### config.mk
export PLATFORM = sky130hd
export DESIGN_NAME = instr_mem_pipelined
export DESIGN_NICKNAME = d
export VERILOG_FILES = /design/src/rtl/instr_mem_pipelined.sv
export SDC_FILE = /design/constraint.sdc
export NUM_CORES = 2
export LEC_CHECK = 0
export CAP_MARGIN = 5
export CELL_PAD_IN_SITES_DETAIL_PLACEMENT = 0
export CELL_PAD_IN_SITES_GLOBAL_PLACEMENT = 1
export CORE_UTILIZATION = 60
export CTS_CLUSTER_DIAMETER = 80
export DETAILED_ROUTE_END_ITERATION = 6
export PLACE_DENSITY = 0.84
export SETUP_SLACK_MARGIN = 0.02
export SKIP_CTS_REPAIR_TIMING = 1
export SLEW_MARGIN = 20
export SYNTH_ARGS = -nofsm -noshare
export SYNTH_HDL_FRONTEND = slang
export SYNTH_SLANG_ARGS = --single-unit
### constraint.sdc
create_clock -name CLK -period 6.8 [get_ports CLK]
set_clock_uncertainty 0.05 [all_clocks]
set_input_delay 1.36 -clock CLK [delete_from_list [all_inputs] [get_ports CLK]]
set_output_delay 1.36 -clock CLK [all_outputs]
set_load 0.02 [all_outputs]
### src/rtl/instr_mem_pipelined.sv
// Writable instruction memory with a LATENCY-deep registered read pipeline.
// Fetches use a valid/ready handshake on both sides, and every response
// carries a fault code. Programs are written through the load port.
module instr_mem_pipelined #(
  parameter int                    DATA_WIDTH = 32,
  parameter int                    ADDR_WIDTH = 64,
  parameter int                    DEPTH      = 64,
  parameter int                    LATENCY    = 2,
  parameter logic [DATA_WIDTH-1:0] FILL_WORD  = '0
) (
  input  logic                       CLK,
  input  logic                       Reset,
  input  logic                       ReqValid,
  output logic                       ReqReady,
  input  logic [ADDR_WIDTH-1:0]      Address,
  output logic                       RspValid,
  input  logic                       RspReady,
  output logic [DATA_WIDTH-1:0]      Data,
  output logic [1:0]                 FaultCode,
  input  logic                       LoadEn,
  input  logic [$clog2(DEPTH)-1:0]   LoadAddr,
  input  logic [DATA_WIDTH-1:0]      LoadData
);

  localparam int IDX_W = $clog2(DEPTH);

  localparam logic [1:0] FLT_OK       = 2'b00;
  localparam logic [1:0] FLT_MISALIGN = 2'b01;
  localparam logic [1:0] FLT_RANGE    = 2'b10;

  if (LATENCY < 1 || LATENCY > 4) begin : g_bad_latency
    $error("instr_mem_pipelined: LATENCY must be in 1..4");
  end
  if (DEPTH < 2 || (1 << IDX_W) != DEPTH) begin : g_bad_depth
    $error("instr_mem_pipelined: DEPTH must be a power of two >= 2");
  end

  // Misalignment wins over out-of-range when both apply.
  function automatic logic [1:0] decode_fault(input logic [ADDR_WIDTH-1:0] a);
    logic [1:0] f;
    f = FLT_OK;
    if (a[1:0] != 2'b00) begin
      f = FLT_MISALIGN;
    end else if (|a[ADDR_WIDTH-1:IDX_W+2]) begin
      f = FLT_RANGE;
    end
    return f;
  endfunction

  logic [DATA_WIDTH-1:0] mem [DEPTH];

  // Pipeline stage registers: index 0 is stage 1, index LATENCY-1 drives outputs.
  logic                  vld_p   [LATENCY];
  logic [DATA_WIDTH-1:0] data_p  [LATENCY];
  logic [1:0]            fault_p [LATENCY];

  logic                  stall;
  logic                  accept;
  logic [IDX_W-1:0]      req_idx;
  logic [1:0]            s1_fault;
  logic [DATA_WIDTH-1:0] s1_data;

  assign stall    = vld_p[LATENCY-1] & ~RspReady;
  assign ReqReady = ~stall & ~LoadEn & ~Reset;
  assign accept   = ReqValid & ReqReady;

  assign req_idx  = Address[IDX_W+1:2];
  assign s1_fault = decode_fault(Address);
  assign s1_data  = (s1_fault == FLT_OK) ? mem[req_idx] : FILL_WORD;

  // Load port: a load never collides with a fetch because ReqReady is low.
  always_ff @(posedge CLK) begin
    if (LoadEn && !Reset) begin
      mem[LoadAddr] <= LoadData;
    end
  end

  // Read pipeline: stage 1 captures on accept; every stage freezes while stalled.
  always_ff @(posedge CLK) begin
    if (Reset) begin
      for (int i = 0; i < LATENCY; i++) begin
        vld_p[i]   <= 1'b0;
        data_p[i]  <= '0;
        fault_p[i] <= FLT_OK;
      end
    end else if (!stall) begin
      // stage 1 boundary
      vld_p[0] <= accept;
      if (accept) begin
        data_p[0]  <= s1_data;
        fault_p[0] <= s1_fault;
      end
      // stages 2..LATENCY boundary
      for (int i = 1; i < LATENCY; i++) begin
        vld_p[i]   <= vld_p[i-1];
        data_p[i]  <= data_p[i-1];
        fault_p[i] <= fault_p[i-1];
      end
    end
  end

  assign RspValid  = vld_p[LATENCY-1];
  assign Data      = data_p[LATENCY-1];
  assign FaultCode = fault_p[LATENCY-1];

endmodule

==> reports/qor.txt <==
CTS tree: done
Final Max Slew Viols: 0
Final Critical Period: 4.366 ns
pin count of the biggest net entering global routing: 107
Synth Flop Type: edfxtp_1
crit-path max cell delay: 0.68 ns
first-pass GRT wire length: 274.9 mm
Worst EP arrival: 2.96 ns
flop2flop setup slack: 3.46 ns
CP Class: primary input to output pin
clock latency on the worst-skew pair: 0.83 ns
FF+latch count, synth: 2118
Cells after Synth: 3547
Final WS setup: 2.434 ns
final RePlAce weighted congestion: 0.8560
critical-path cell list: clkdlybuf4s50_1 -> nor3_1 -> clkdlybuf4s50_1
worst slew pin tran: 1.176 ns
Int Power: 20.79 mW
CP Buf/Inv Count: 2
CP endpoint kind: output pin
total iterations of the first detailed-routing run: 7
Synth Area per Inst: 22.75 µm²
fin crit share: 64.20%
number of flops mapped to enable cells by yosys: 2118
DIE AREA: 135900 µm²
Core ar.: 133500 µm²
Antenna Nets Post-Route: 0
vias in the first global route: 38910
RSZ-0062 raised after global routing: false
P_sw: 5.567 mW
outcome: finished, final reports clean
Comb pwr share: 4.8%
Iteration-0 DRC Markers: 5573
io pins: 143
row cnt: 134
Place WS: 1.716 ns
CTS Sinks: 2118
sequential share of power: 54.9%
Post-Syn Area: 80680 µm²
most frequent CP cell: clkdlybuf4s50_1
final hold violations: 0
DRC: 0
Lkg Pwr: 28.25 nW
Worst EP required: 5.39 ns
Power Density: 289.6 nW/µm²
initial core utilization: 60.45%
Vias: 38880
maxcap violations: 0
post-DP HPWL: 109.9 mm
total gr overflow: 0
startpoint types: primary input
final-stage net count: 3911
Tot GR Track Use: 28.60%
crit path from: Reset
TritonCTS Buffers: 199
Root Buffer: clkbuf_16
Reg clk slew, reported paths: 0.06 ns
Peak Freq: 0.2291 GHz
Final setup viols: 0
worst vdd ir: 0.0002862 V
cell family with most CP delay: buffers and inverters
final wirelength: 191.8 mm
Die Span Y: 368.7 µm
HP Class: flip-flop to flip-flop
register area share after synthesis: 78.83%
HP Start: vld_p[0][0]
Critical Path Fanout Max: 7
WL/cell: 33.45 µm
vias per cell: 6.779
Slew headroom: 21.43%
switching share of power: 21.12%
post-route setup TNS: 0 ns
share of layout cells above drive strength 1: 26.72%
Cell variety after synth: 59
Async S/R FF share, synth: 0%
synth warn: 0
Area Overhead vs Synth: 12.83%
r2r startpoint: vld_p[0][1]
net count of the mapped netlist: 3654
IO buf count: 142
Critical Path Slowest Stage Cell: clkdlybuf4s50_1
Clock power frac: 40.3%
CTS H-tree lvls: 4
CTS Buffer Depth: 3
initial antenna violation count: 9
chip width: 368.7 µm
==> cells by family (layout without fill, tap and decap cells) <==
logic type,count (synthesis),in the layout,share of synthesized area [%]
buf+inv,228,645,1.450
simple gates,315,315,2.080
mux,589,589,15.06
other cells,0,3,0
flops,2118,2118,78.83
compound gates,297,297,2.581
==> worst reg2reg max path, delay by kind of cell (launching register included) <==
| family | cells | cell delay, ns |
|---|---|---|
| simple gates | 5 | 2.53 |
| flops | 1 | 0.41 |
| compound gates | 1 | 0.21 |
==> cells in the mapped netlist (5+ instances only) <==
cell type	number	area share (%)
buf_2	66	0.41
a31oi_1	14	0.11
and2_1	38	0.29
a311oi_1	8	0.087
nand3_1	14	0.087
a22oi_1	32	0.30
a22o_1	9	0.098
nand4_1	5	0.039
nor2b_1	24	0.19
nand2_1	28	0.13
nand3b_1	7	0.065
nand2b_1	7	0.054
clkbuf_1	82	0.38
a21oi_1	15	0.093
o221ai_1	8	0.087
or4_4	5	0.070
o41ai_2	9	0.18
mux2i_1	65	0.81
and3_1	9	0.070
o21ai_0	25	0.16
mux2_2	27	0.38
buf_1	20	0.093
mux4_2	497	14
buf_4	44	0.41
inv_1	5	0.023
a221oi_1	8	0.087
o22ai_1	140	1.1
nor4_1	17	0.13
edfxtp_1	2118	79
nor2_1	133	0.62
a221o_1	11	0.14
==> through the flow <==
step | util, % | power [mW] | area (µm²) | hold slack (ns) | instances
3_3_place_gp | 63.38 | 15.97 | 84590 | 0.4519 | 5359
3_5_place_dp | 63.40 | 16.00 | 84610 | 0.4658 | 5360
2_1_floorplan | - | 15.41 | 80680 | 0.4467 | 3547
5_1_grt | 68.20 | 26.94 | 91020 | 0.4876 | 5732
6_report | 68.21 | 26.36 | 91030 | 0.4785 | 5735
4_1_cts | 68.01 | 26.43 | 90770 | 0.4808 | 5721
==> cell usage in the layout (no fill, tap or decap), types with 9 or more instances in the layout <==
cell type	count
a21oi_1	15
a221o_1	11
a22o_1	9
a22oi_1	32
a31oi_1	14
and2_1	38
and3_1	9
buf_12	21
buf_2	27
buf_4	118
bufinv_16	12
clkbuf_1	58
clkbuf_16	200
clkdlybuf4s50_1	105
clkinv_1	42
clkinv_2	30
edfxtp_1	2118
mux2_2	27
mux2i_1	65
mux4_2	497
nand2_1	27
nand3_1	14
nor2_1	68
nor2_4	68
nor2b_1	24
nor4_1	17
o21ai_0	25
o22ai_1	140
o41ai_2	9
==> metal layers <==
| metal | GRT usage, % | part of all wire (%) | up-vias |
|---|---|---|---|
| li1 | - | - | 15630 |
| met2 | 46.13 | 50 | 2459 |
| met4 | 7.620 | 2.5 | 8 |
| met1 | 40.61 | 37 | 20450 |
| met5 | 0 | 0.025 | - |
| met3 | 5.724 | 11 | 338 |
==> power groups by stage <==
stage | sequential, mW | combinational [mW] | clock, mW
2_1_floorplan | 14.7 | 0.674 | 0
3_3_place_gp | 14.7 | 1.23 | 0
3_5_place_dp | 14.7 | 1.26 | 0
4_1_cts | 14.5 | 1.27 | 10.7
5_1_grt | 14.5 | 1.33 | 11.2
6_report | 14.5 | 1.27 | 10.6
==> registers in the layout, indices dropped and copies added, names as in the netlist <==
| register | count |
|---|---|
| vld_p | 2 |
| fault_p | 4 |
| data_p | 64 |
| mem | 2048 |
==> worst paths after layout <==
kind / depth (start not counted) / end
max reg2reg: 6 / data_p[0][23]
min: 1 / vld_p[0][1]
min reg2reg: 1 / vld_p[0][1]
max: 3 / ReqReady
==> area by class of cell <==
| cell class | count | area [µm²] |
|---|---|---|
| Antenna cell | 3 | 7.507 |
| Clock buffer | 258 | 5223 |
| Clock inverter | 103 | 933.4 |
| Fill cell | 7912 | 42430 |
| Inverter | 7 | 26.28 |
| Multi-Input combinational cell | 1201 | 16410 |
| Sequential cell | 2118 | 63600 |
| Tap cell | 1768 | 2212 |
| Timing Repair Buffer | 277 | 2620 |
(Power assumes the default switching activity.)
